`src/rtl/adc_channel_sequencer.sv`:
```
// Channel sequencer between external_adc and the seven-segment path: manual stepping or
// timed auto-scan, with a registered snapshot of the selected channel. Option: ADC_SEQ_STALE_DETECT_EN.
module adc_channel_sequencer #(
    parameter int unsigned N_CH         = 4,
    parameter int unsigned DW           = 16,
    parameter int unsigned DWELL_CYCLES = 200_000_000,
    parameter int unsigned STALE_CYCLES = 100_000_000,
    localparam int unsigned CW          = (N_CH > 2) ? $clog2(N_CH) : 1
) (
    input  logic                 clk,
    input  logic                 rst,
    input  logic                 next_tick,
    input  logic                 mode_tick,
    input  logic [N_CH*DW-1:0]   ch_data,
    input  logic [N_CH-1:0]      ch_valid,
    output logic [DW-1:0]        disp_data,
    output logic [CW-1:0]        disp_ch,
    output logic                 disp_valid,
    output logic                 auto_mode,
    output logic                 stale
);

    localparam int unsigned DCW = $clog2(DWELL_CYCLES);

    typedef enum logic [0:0] {StManual, StAuto} state_e;

    state_e          state_q, state_d;
    logic [CW-1:0]   sel_q, sel_d;
    logic [DCW-1:0]  dwell_q, dwell_d;
    logic [DW-1:0]   data_q, data_d;
    logic            valid_q, valid_d;
    logic            adv, load, expire, sel_valid, force_e;
    logic [DW-1:0]   word;

    // Mode toggle wins over both the manual tick and dwell expiry.
    assign expire = (state_q == StAuto) && (dwell_q == DCW'(DWELL_CYCLES - 1));
    assign adv    = !mode_tick && (next_tick || expire);

    always_comb begin
        state_d = state_q;
        sel_d   = sel_q;
        dwell_d = '0;
        if (mode_tick) begin
            state_d = (state_q == StManual) ? StAuto : StManual;
        end else if (state_q == StAuto && !adv) begin
            dwell_d = dwell_q + 1'b1;
        end
        if (adv) begin
            sel_d = (sel_q == CW'(N_CH - 1)) ? '0 : sel_q + 1'b1;
        end
    end

    always_comb begin
        sel_valid = 1'b0;
        word      = '0;
        for (int k = 0; k < N_CH; k++) begin
            if (sel_q == CW'(k)) sel_valid = ch_valid[k];
            if (sel_d == CW'(k)) word = ch_data[k*DW +: DW];
        end
    end

    assign load = adv || sel_valid;

    always_comb begin
        valid_d = load;
        data_d  = data_q;
        if (load) begin
            data_d = word;
        end else if (force_e) begin
            data_d = {DW/4{4'hE}};
        end
    end

    always_ff @(posedge clk or negedge rst) begin
        if (!rst) begin
            state_q <= StManual;
            sel_q   <= '0;
            dwell_q <= '0;
            data_q  <= '0;
            valid_q <= 1'b0;
        end else begin
            state_q <= state_d;
            sel_q   <= sel_d;
            dwell_q <= dwell_d;
            data_q  <= data_d;
            valid_q <= valid_d;
        end
    end

`ifdef ADC_SEQ_STALE_DETECT_EN
    localparam int unsigned SCW = $clog2(STALE_CYCLES + 1);

    logic [SCW-1:0] stale_cnt_q, stale_cnt_d;
    logic           stale_q, stale_d;

    // Counter saturates at the timeout; the forced pattern is rewritten while stale holds.
    always_comb begin
        stale_cnt_d = stale_cnt_q;
        stale_d     = stale_q;
        if (load) begin
            stale_cnt_d = '0;
            stale_d     = 1'b0;
        end else begin
            if (stale_cnt_q != SCW'(STALE_CYCLES)) stale_cnt_d = stale_cnt_q + 1'b1;
            if (stale_cnt_d == SCW'(STALE_CYCLES)) stale_d = 1'b1;
        end
    end

    assign force_e = stale_d && !load;

    always_ff @(posedge clk or negedge rst) begin
        if (!rst) begin
            stale_cnt_q <= '0;
            stale_q     <= 1'b0;
        end else begin
            stale_cnt_q <= stale_cnt_d;
            stale_q     <= stale_d;
        end
    end

    assign stale = stale_q;
`else
    logic unused_stale_cfg;
    assign unused_stale_cfg = (STALE_CYCLES == 0);
    assign force_e          = 1'b0;
    assign stale            = 1'b0;
`endif

    assign disp_data  = data_q;
    assign disp_ch    = sel_q;
    assign disp_valid = valid_q;
    assign auto_mode  = (state_q == StAuto);

endmodule
```
`config.mk`:
```
export PLATFORM = sky130hd
export DESIGN_NAME = adc_channel_sequencer
export DESIGN_NICKNAME = d
export VERILOG_FILES = /design/src/rtl/adc_channel_sequencer.sv
export SDC_FILE = /design/constraint.sdc
export NUM_CORES = 1
export LEC_CHECK = 0
export BUFFER_PORTS_ARGS = -buffer_cell sky130_fd_sc_hd__buf_2
export CAP_MARGIN = 5
export CELL_PAD_IN_SITES_DETAIL_PLACEMENT = 0
export CELL_PAD_IN_SITES_GLOBAL_PLACEMENT = 1
export CORE_MARGIN = 10
export CORE_UTILIZATION = 43
export DETAILED_ROUTE_END_ITERATION = 10
export PLACE_DENSITY_LB_ADDON = 0.12
export SKIP_CTS_REPAIR_TIMING = 1
export SYNTH_ARGS = -nofsm -noshare
export SYNTH_HDL_FRONTEND = slang
export SYNTH_SLANG_ARGS = --single-unit
```
`constraint.sdc`:
```
create_clock -name clk -period 4.9 [get_ports clk]
set_clock_uncertainty 0.2 [all_clocks]
set_input_delay 0.735 -clock clk [delete_from_list [all_inputs] [get_ports clk]]
set_output_delay 0.735 -clock clk [all_outputs]
set_load 0.01 [all_outputs]
```
==> out/qor.txt, run 1 <==
Layout Nets: 570
vias per cell: 5.90
port bufs: 91
DR iter-0 viols: 209
die height: 113 um
fmax: 287 MHz
Final ANT Viol Nets: 0
io pins: 93
Max FO, Critical Path: 24
share of cells above drive strength 1: 27.5%
GRT Util Overall: 18.1%
CP Data Required Time: 4.89 ns
vias in the first global route: 3585
CTS Buffer Depth: 2
Multi-input gate area: 2240 um2
CTS sink cnt: 48
worst skew pair latency: 0.31 ns
core area: 8300 um2
Slew Limit Fails: 0
ANT cells: 0
FF-to-FF End: disp_data[1]
max_slew headroom: 12.5%
Max Cap Violations: 0
outcome: finished clean
GR Overflow Total: 0
CTS tree: yes
Critical R2R Launch: disp_ch[1]
fraction of registers with async set/reset: 100%
Worst Path Arrival: 3.48 ns
Slew @ Worst Pin: 1.31 ns
mean area per synthesized cell: 8.94 um2
# fillers: 802
RSZ-0062 raised after global routing: no
die area: 12700 um2
Final min period: 3.49 ns
Design Area, Final: 4300 um2
Initial Utilization: 44.5%
syn nets: 490
type of the worst setup path: flip-flop to flip-flop
number of synthesized flops with an enable pin: 0
#FFs+latches synth: 48
via count: 3535
crit path capture: disp_data[1]
CP Launch Type: flip-flop
wire length per cell after detailed routing: 20.2 um
final setup vio count: 0
Pwr per Cell Area: 449 nW/um2
clk slew on worst S/H paths: 0.10 ns
routability cong.: 0.869
Post-Syn Area: 3690 um2
H-tree depth: 2
Critical Path End Type: flip-flop
total CTS buffers: 5
DP Wirelength: 8450 um
final setup TNS: 0 ns
Yosys Warn Count: 0
DRC violations left: 0
worst reg2reg setup slack: 1.41 ns
root buffer cell: clkbuf_8
critical path startpoint: disp_ch[1]
routed wire length: 12100 um
1st-pass router iterations: 4
antenna violations before repair: 0
Final Hold Viols: 0
register area share after synthesis: 32.5%
worst min path class: flip-flop to flip-flop
largest net degree at the start of global routing: 49
post-synth cell types: 46
Leakage: 1.91 nW
Syn-to-layout area delta: 16.5%
ys flop type: dfrtp_1
first-pass GRT wire length: 19400 um
Peak VDD IR: 265 uV
placed cell area: 4180 um2
R2R cell count: 8
Storage cell area: 1200 um2
Chip Width: 113 um
Tcrit/Tclk final: 71.1%
row count: 33
Post-Synthesis Cells: 413
## per-stage QoR
step                      power [W]  hold slack (ns)  std cells  worst slack [ns]  util [%]
after floorplan             0.00129            0.239        413              2.11         -
after global placement      0.00159            0.279        591              1.63      50.4
after detailed placement    0.00161            0.291        591              1.46      50.4
after CTS                   0.00193            0.305        599              1.43      51.8
after global routing        0.00206            0.333        599              1.29      51.8
final                       0.00193            0.300        599              1.41      51.8
## layout make-up
cell class | instances | share of cell area [%]
clock buffers | 6 | 1.92
clock inverters | 2 | 0.902
inverters | 23 | 2.01
multi-input cells | 315 | 52.0
flip-flops and latches | 48 | 27.9
well taps | 105 | 3.05
repair buffers | 100 | 12.2
## worst max-delay path, stage by stage, from the launching register on
cell and delay (ns):
dfrtp_1 0.33, buf_4 0.33, inv_1 0.14, ha_1 0.30
buf_4 0.25, nor2_1 1.02, a311o_1 0.30, nor4_1 0.05
a2111oi_1 0.42
## logic make-up (layout without fill, tap and decap cells)
| group | count (synthesis) | after routing | share of synthesized area, % |
|---|---|---|---|
| buf+inv | 50 | 131 | 6.88 |
| other cells | 1 | 1 | 0.102 |
| xor+xnor | 27 | 27 | 6.40 |
| fa+ha+maj | 5 | 5 | 1.69 |
| simple gates | 144 | 144 | 20.6 |
| compound gates | 104 | 104 | 22.4 |
| mux | 34 | 34 | 9.35 |
| flops | 48 | 48 | 32.5 |
## state kept, by name (all words and copies together) (netlist names)
| name | flops |
|---|---|
| disp_data | 16 |
| dwell_q | 28 |
| disp_valid | 1 |
| disp_ch | 2 |
| auto_mode | 1 |
## per-layer routing
metal / part of all wire (%) / vias up / global-route usage (%)
met5: 0 / - / 0
met4: 2.1 / 0 / 5.84
met1: 46 / 1672 / 24.8
met3: 8.9 / 25 / 5.64
met2: 43 / 167 / 26.4
li1: - / 1671 / -
## where the power goes
| group | internal [W] | leakage, nW | switching [W] |
|---|---|---|---|
| logic | 0.000463 | 1.23 | 0.000599 |
| registers | 0.000484 | 0.618 | 0.0000614 |
| clock network | 0.000167 | 0.0614 | 0.000155 |
| total | 0.00111 | 1.91 | 0.000815 |
## placed cells by master (no fill, tap or decap), types with 2 or more instances in the layout
master / instances
ha_1: 5
nand3_1: 14
nand4_1: 5
nor4_1: 18
nor3_1: 3
inv_1: 23
nand2_1: 30
and3_1: 6
a21boi_0: 15
o22ai_1: 16
a2111oi_2: 11
dfrtp_1: 48
xor2_1: 15
clkbuf_8: 6
a21oi_1: 34
a311o_2: 8
mux2i_1: 32
a2111oi_1: 5
a21o_1: 2
nor2_1: 40
xnor2_1: 12
and4_1: 3
nor2b_1: 16
a311o_1: 8
buf_4: 9
buf_2: 91
## worst min path at each step
stage,endpoint,depth (start not counted),from,slack (ns)
after global routing,dwell_q[0],1,dwell_q[0],0.33
after global placement,dwell_q[0],1,dwell_q[0],0.28
after floorplan,auto_mode,0,rst,0.24
after CTS,dwell_q[0],1,dwell_q[0],0.31
after detailed placement,dwell_q[0],1,dwell_q[0],0.29
final,dwell_q[0],1,dwell_q[0],0.30
## cell usage after synthesis (11+ instances only)
master,instances,share of area (%)
nand3_1,14,1.9
o22ai_1,16,2.7
nand2_1,30,3.0
a21boi_0,15,3.0
inv_1,23,2.3
a2111oi_2,11,4.5
nor2b_1,16,2.7
xnor2_1,12,2.8
nor4_1,18,3.0
dfrtp_1,48,33
a21oi_1,34,4.6
xor2_1,15,3.6
nor2_1,40,4.1
mux2i_1,32,8.7
No activity file was read; power rests on OpenSTA's default activity.
==> run 2: changes to the inputs <==
- ABC_AREA: default -> 1
- CORE_UTILIZATION: 43 -> 33
- clock period: 4.9 -> 2.9 ns (I/O delays scaled with it)
==> run 2 against run 1 <==
Die area increased by 5.0%. Flip-flop and latch count stayed put. Register-to-register slack worse by 1.1 ns. Clock-buffer cell count up 1. Fmax is 36% higher. Final area down 14%. Utilization fell by 10 points. Global-route usage shrank 4.1 points. Largest cell class unchanged. Largest power group unchanged.
==> out/qor.txt, run 2 <==
Design Area, Final: 3680 um2 (was 4300 um2)
final setup TNS: 0 ns (unchanged)
Max FO, Critical Path: 26 (was 24)
CP Launch Type: flip-flop (unchanged)
CTS tree: yes (unchanged)
vias per cell: 4.66 (was 5.90)
die area: 13300 um2 (was 12700 um2)
mean area per synthesized cell: 7.28 um2 (was 8.94 um2)
syn nets: 490 (unchanged)
WHS Path Cells: 2 (was 1)
#FFs+latches synth: 48 (unchanged)
DR iter-0 viols: 151 (was 209)
Leakage: 1.84 nW (was 1.91 nW)
via count: 2877 (was 3535)
placed cell area: 3570 um2 (was 4180 um2)
Largest register FFs: 28 (unchanged)
GRT Util Overall: 14.0% (was 18.1%)
post-synth cell types: 35 (was 46)
row count: 34 (was 33)
largest cells by area after synthesis: dfrtp_1 (40%), nand2_1 (14%), inv_1 (6.5%) (was dfrtp_1 (33%), mux2i_1 (8.7%), a21oi_1 (4.6%))
worst reg2reg setup slack: 0.33 ns (was 1.41 ns)
most common cell after layout, fill and taps aside: nand2_1 (was buf_2)
clk slew on worst S/H paths: 0.09 ns (was 0.10 ns)
register area share after synthesis: 40.0% (was 32.5%)
final setup vio count: 0 (unchanged)
Final Non-Filler Cells: 617 (was 599)
Slew @ Worst Pin: 0.564 ns (was 1.31 ns)
port bufs: 91 (unchanged)
number of synthesized flops with an enable pin: 0 (unchanged)
Post-Syn Area: 3010 um2 (was 3690 um2)
fraction of registers with async set/reset: 100% (unchanged)
Pwr per Cell Area: 688 nW/um2 (was 449 nW/um2)
DRC violations left: 0 (unchanged)
Critical Path End Type: flip-flop (unchanged)
share of cells above drive strength 1: 25.0% (was 27.5%)
Initial Utilization: 34.1% (was 44.5%)
Final ANT Viol Nets: 0 (unchanged)
outcome: finished clean (unchanged)
FF-to-FF End: disp_data[2] (was disp_data[1])
first-pass GRT wire length: 15200 um (was 19400 um)
most frequent cell after synthesis: nand2_1 (was dfrtp_1)
CTS Buffer Depth: 2 (unchanged)
1st-pass router iterations: 4 (unchanged)
die height: 115 um (was 113 um)
Most flops, register: dwell_q (unchanged)
vias in the first global route: 3121 (was 3585)
Slew Limit Fails: 0 (unchanged)
RSZ-0062 raised after global routing: no (unchanged)
root buffer cell: clkbuf_8 (unchanged)
Yosys Warn Count: 0 (unchanged)
largest net degree at the start of global routing: 27 (was 49)
Syn-to-layout area delta: 22.4% (was 16.5%)
ANT cells: 0 (unchanged)
worst min path class: input port to flip-flop (was flip-flop to flip-flop)
Worst Path Arrival: 2.57 ns (was 3.48 ns)
DP Wirelength: 7160 um (was 8450 um)
total CTS buffers: 5 (unchanged)
Max Cap Violations: 0 (unchanged)
routability cong.: 0.815 (was 0.869)
io pins: 93 (unchanged)
Hold Path Origin: mode_tick (was dwell_q[0])
Post-synth top cells: nand2_1 (112), inv_1 (52), dfrtp_1 (48) (was dfrtp_1 (48), nor2_1 (40), a21oi_1 (34))
Synth area leader: dfrtp_1 (unchanged)
dpl cells: 609 (was 591)
H-tree depth: 2 (unchanged)
type of the worst setup path: flip-flop to flip-flop (unchanged)
worst skew pair latency: 0.30 ns (was 0.31 ns)
core area: 8810 um2 (was 8300 um2)
Hold EP: dwell_q[27] (was dwell_q[0])
CTS sink cnt: 48 (unchanged)
antenna violations before repair: 0 (unchanged)
R2R cell count: 15 (was 8)
fmax: 389 MHz (was 287 MHz)
Chip Width: 115 um (was 113 um)
Final Hold Viols: 0 (unchanged)
GR Overflow Total: 0 (unchanged)
Post-Synthesis Cells: 413 (unchanged)
Peak VDD IR: 311 uV (was 265 uV)
CP Data Required Time: 2.90 ns (was 4.89 ns)
max_slew headroom: 62.4% (was 12.5%)
area fraction of the dominant cell type after synthesis: 40.0% (was 32.5%)
Tcrit/Tclk final: 88.7% (was 71.1%)
ys flop type: dfrtp_1 (unchanged)
Critical R2R Launch: dwell_q[0] (was disp_ch[1])
Final min period: 2.57 ns (was 3.49 ns)
Layout Nets: 586 (was 570)
routed wire length: 9040 um (was 12100 um)
wire length per cell after detailed routing: 14.7 um (was 20.2 um)
most frequent cells in the layout: nand2_1 (112), buf_2 (91), inv_1 (52) (was buf_2 (91), dfrtp_1 (48), nor2_1 (40))
## run 2: cell count changes after synthesis, sizes merged, moves of 18 or more
cell / before / now
a21oi: 34 / 7
inv: 23 / 53
mux2i: 33 / 0
nand2: 30 / 120
nand3: 15 / 34
nor4: 19 / 1
o21ai: 0 / 28
## run 2: report_power, final
part | switching, W | total, W | internal, W
combinational | 0.000763 | 0.00119 | 0.000430
clock | 0.000223 | 0.000436 | 0.000213
sequential | 0.0000932 | 0.000904 | 0.000811
total | 0.00108 | 0.00253 | 0.00145
## run 2: stage by stage
stage | setup WS, ns | utilization [%] | power [W] | hold WS, ns
finish | 0.329 | 41.8 | 0.00253 | 0.171
floorplan | 0.756 | - | 0.00173 | -0.0606
global route | 0.0737 | 41.8 | 0.00277 | 0.192
detailed placement | 0.160 | 40.6 | 0.00213 | 0.177
CTS | 0.140 | 41.6 | 0.00258 | -0.153
global placement | 0.241 | 40.6 | 0.00213 | 0.171
## run 2: layout make-up
type,count,area (um2)
multi-input cells,298,1510
repair buffers,101,533
clock buffers,7,96.3
flip-flops and latches,48,1200
fillers,958,5130
inverters,55,209
well taps,108,135
## run 2: worst max-delay path, cell delays in order (launching register included)
cell     delay [ns]
dfrtp_1        0.39
ha_1           0.18
nand2_1        0.10
nor2_4         0.13
nand2_2        0.10
nor2_2         0.12
nand2_2        0.07
nand2_4        0.09
nand3_1        0.09
nand2_2        0.10
buf_4          0.27
nand2_4        0.23
o21ai_0        0.24
inv_1          0.06
nand2_1        0.06
nand2_1        0.04
## run 2: worst max-delay path by stage
stage	from	to	cells after the start
2_1_floorplan	dwell_q[0]	dwell_q[26]	11
3_3_place_gp	dwell_q[0]	disp_data[10]	15
3_5_place_dp	dwell_q[0]	disp_data[5]	15
4_1_cts	dwell_q[0]	disp_data[6]	15
5_1_grt	dwell_q[0]	disp_data[5]	15
6_report	dwell_q[0]	disp_data[2]	15
## run 2: logic make-up (layout without fill, tap and decap cells)
logic type	after synthesis	in the layout	synth area share (%)
DFF	48	48	39.9
adders and majority gates	5	5	2.08
and+or+nand+nor	239	239	37.1
AOI/OAI and AO/OA	43	43	7.78
xor gates and xnor gates	10	10	2.91
other	1	1	0.125
buffers and inverters	67	163	10.1
## run 2: routing by layer
layer / part of all wire [%] / wire length [um] / up-vias / track usage [%]
met5: 0 / 0 / - / 0
met2: 45 / 4060 / 65 / 22.6
met3: 7.6 / 683 / 6 / 5.06
li1: - / - / 1510 / -
met1: 47 / 4220 / 1296 / 17.5
met4: 0.82 / 74 / 0 / 3.04
==> run 3: changes to the inputs <==
- ABC_AREA: 1 -> default
- CORE_UTILIZATION: 33 -> 36
==> run 3 against run 2 <==
Worst hold slack lost 0.0033 ns. Global-route usage grew 1.4 points. Register-to-register slack got worse by 0.25 ns. Fmax down 8.8%. Via count up 23%.
==> out/qor.txt, run 3 (synthesis results as in run 1) <==
outcome: finished clean (unchanged)
ANT cells: 0 (unchanged)
clock share of power: 13.6% (was 17.2%)
Tcrit/Tclk final: 97.2% (was 88.7%)
Slew @ Worst Pin: 0.739 ns (was 0.564 ns)
DR iter-0 viols: 225 (was 151)
delay of the slowest critical-path stage: 0.55 ns (was 0.39 ns)
Max Cap Violations: 0 (unchanged)
Sequential Power Share: 25.6% (was 35.7%)
DRC violations left: 0 (unchanged)
total CTS buffers: 5 (unchanged)
fmax: 355 MHz (was 389 MHz)
internal power: 0.00209 W (was 0.00145 W)
Final ANT Viol Nets: 0 (unchanged)
Layout Nets: 602 (was 586)
Peak VDD IR: 394 uV (was 311 uV)
worst hold slack: 0.168 ns (was 0.171 ns)
# fillers: 963 (was 958)
Gate power share: 60.8% (was 47.1%)
routability cong.: 0.917 (was 0.815)
final setup vio count: 0 (unchanged)
clk slew on worst S/H paths: 0.09 ns (about the same)
most common cell after layout, fill and taps aside: buf_2 (was nand2_1)
die area: 14700 um2 (was 13300 um2)
worst min path class: input port to flip-flop (unchanged)
worst skew pair latency: 0.31 ns (was 0.30 ns)
Critical Path End Type: flip-flop (unchanged)
Slew Limit Fails: 0 (unchanged)
Most flops, register: dwell_q (unchanged)
Net Sw Frac: 41.2% (was 42.6%)
crit path cell chain: or4_4, nor4_4, a21o_2, buf_4, nand2_2, mux2i_2, buf_6, a2111oi_2 (was ha_1, nand2_1, nor2_4, nand2_2, nor2_2, nand2_2, nand2_4, nand3_1, nand2_2, buf_4, nand2_4, o21ai_0, inv_1, nand2_1, nand2_1)
die height: 121 um (was 115 um)
CP Data Required Time: 2.90 ns (about the same)
Pwr per Cell Area: 738 nW/um2 (was 688 nW/um2)
vias per cell: 5.38 (was 4.66)
Max FO, Critical Path: 10 (was 26)
Top Usage Layer GRT: met2 (unchanged)
most frequent cells in the layout: buf_2 (91), dfrtp_1 (48), nor2_1 (39) (was nand2_1 (112), buf_2 (91), inv_1 (52))
CTS Buffer Depth: 2 (unchanged)
Multi-input gate area: 2460 um2 (was 1510 um2)
GR Overflow Total: 0 (unchanged)
GR Util met3: 4.70% (was 5.06%)
CTS tree: yes (unchanged)
wire length per cell after detailed routing: 18.0 um (was 14.7 um)
Final Hold Viols: 0 (unchanged)
first-pass GRT wire length: 18700 um (was 15200 um)
antenna violations before repair: 0 (unchanged)
met1 Use GR: 21.3% (was 17.5%)
port bufs: 91 (unchanged)
final setup TNS: 0 ns (unchanged)
Chip Width: 121 um (was 115 um)
via count: 3544 (was 2877)
1st-pass router iterations: 4 (unchanged)
Largest register FFs: 28 (unchanged)
io pins: 93 (unchanged)
grt met2 use: 22.7% (was 22.6%)
Worst Path Arrival: 2.82 ns (was 2.57 ns)
Final min period: 2.82 ns (was 2.57 ns)
CTS sink cnt: 48 (unchanged)
Worst path slowest cell: or4_4 (was dfrtp_1)
share of cells above drive strength 1: 35.0% (was 25.0%)
CP Launch Type: flip-flop (unchanged)
Power Total: 0.00355 W (was 0.00253 W)
Storage cell area: 1200 um2 (unchanged)
Leakage: 2.11 nW (was 1.84 nW)
H-tree depth: 2 (unchanged)
vias in the first global route: 3511 (was 3121)
Net Sw Power: 0.00146 W (was 0.00108 W)
Initial Utilization: 37.4% (was 34.1%)
Syn-to-layout area delta: 30.3% (was 22.4%)
max_slew headroom: 50.7% (was 62.4%)
GRT Util Overall: 15.4% (was 14.0%)
root buffer cell: clkbuf_8 (unchanged)
largest net degree at the start of global routing: 34 (was 27)
row count: 36 (was 34)
routed wire length: 11900 um (was 9040 um)
core area: 9860 um2 (was 8810 um2)
DP Wirelength: 8680 um (was 7160 um)
RSZ-0062 raised after global routing: yes (was no)
type of the worst setup path: flip-flop to flip-flop (unchanged)
==> run 3: cell types whose count changed in the layout (fill, tap and decap cells not counted), moves of 17 or more <==
cell / change
nand2_1: -83
buf_4: +23
o21ai_0: -18
nand3_1: -17
mux2i_1: +32
inv_1: -29
a21oi_1: +27
==> run 3: per-layer routing <==
layer  routed length, um  share of wire (%)
met5                   0                  0
met4                 158                1.3
met3                 864                7.3
met2                5210                 44
met1                5640                 48
==> run 3: layout make-up <==
class,count,area share [%]
Tap cell,133,3.46
Clock inverter,2,0.728
Sequential cell,48,25.0
Inverter,23,1.79
Clock buffer,6,1.51
Timing Repair Buffer,130,16.4
Multi-Input combinational cell,317,51.1
==> run 3: power by group through the flow <==
stage	logic [W]	registers [W]	clock network, W
floorplan	0.00120	0.000986	0
global route	0.00234	0.000931	0.000530
CTS	0.00193	0.000910	0.000502
global placement	0.00190	0.000922	0
finish	0.00216	0.000910	0.000483
detailed placement	0.00192	0.000920	0
==> run 3: final timing paths <==
| path | start | endpoint | slack (ns) | depth (start not counted) |
|---|---|---|---|---|
| min in group asynchronous | rst | dwell_q[3] | 0.37 | 2 |
| hold / removal | ch_data[58] | disp_data[10] | 0.17 | 3 |
| hold reg to reg | dwell_q[0] | dwell_q[0] | 0.29 | 1 |
| max in group asynchronous | rst | dwell_q[26] | 1.37 | 3 |
| setup reg to reg | dwell_q[11] | disp_data[8] | 0.08 | 8 |
| setup / recovery | dwell_q[11] | disp_data[8] | 0.08 | 8 |
==> run 3: through the flow <==
step                cells  instance area (um2)  util (%)  setup slack, ns
finish                659                 4810      48.8           0.0799
global route          659                 4810      48.8          -0.0652
CTS                   651                 4510      45.8          -0.0205
detailed placement    643                 4410      44.7          -0.0156
global placement      643                 4410      44.7           0.0597
floorplan             413                 3690         -            0.111
==> run 3: critical path: cells and delay by family (launching register included) <==
family / cells / cell delay (ns)
AND/OR/NAND/NOR: 3 / 1.00
AO/OA/AOI/OAI: 2 / 0.58
flip-flops: 1 / 0.40
buffers and inverters: 2 / 0.32
multiplexers: 1 / 0.20
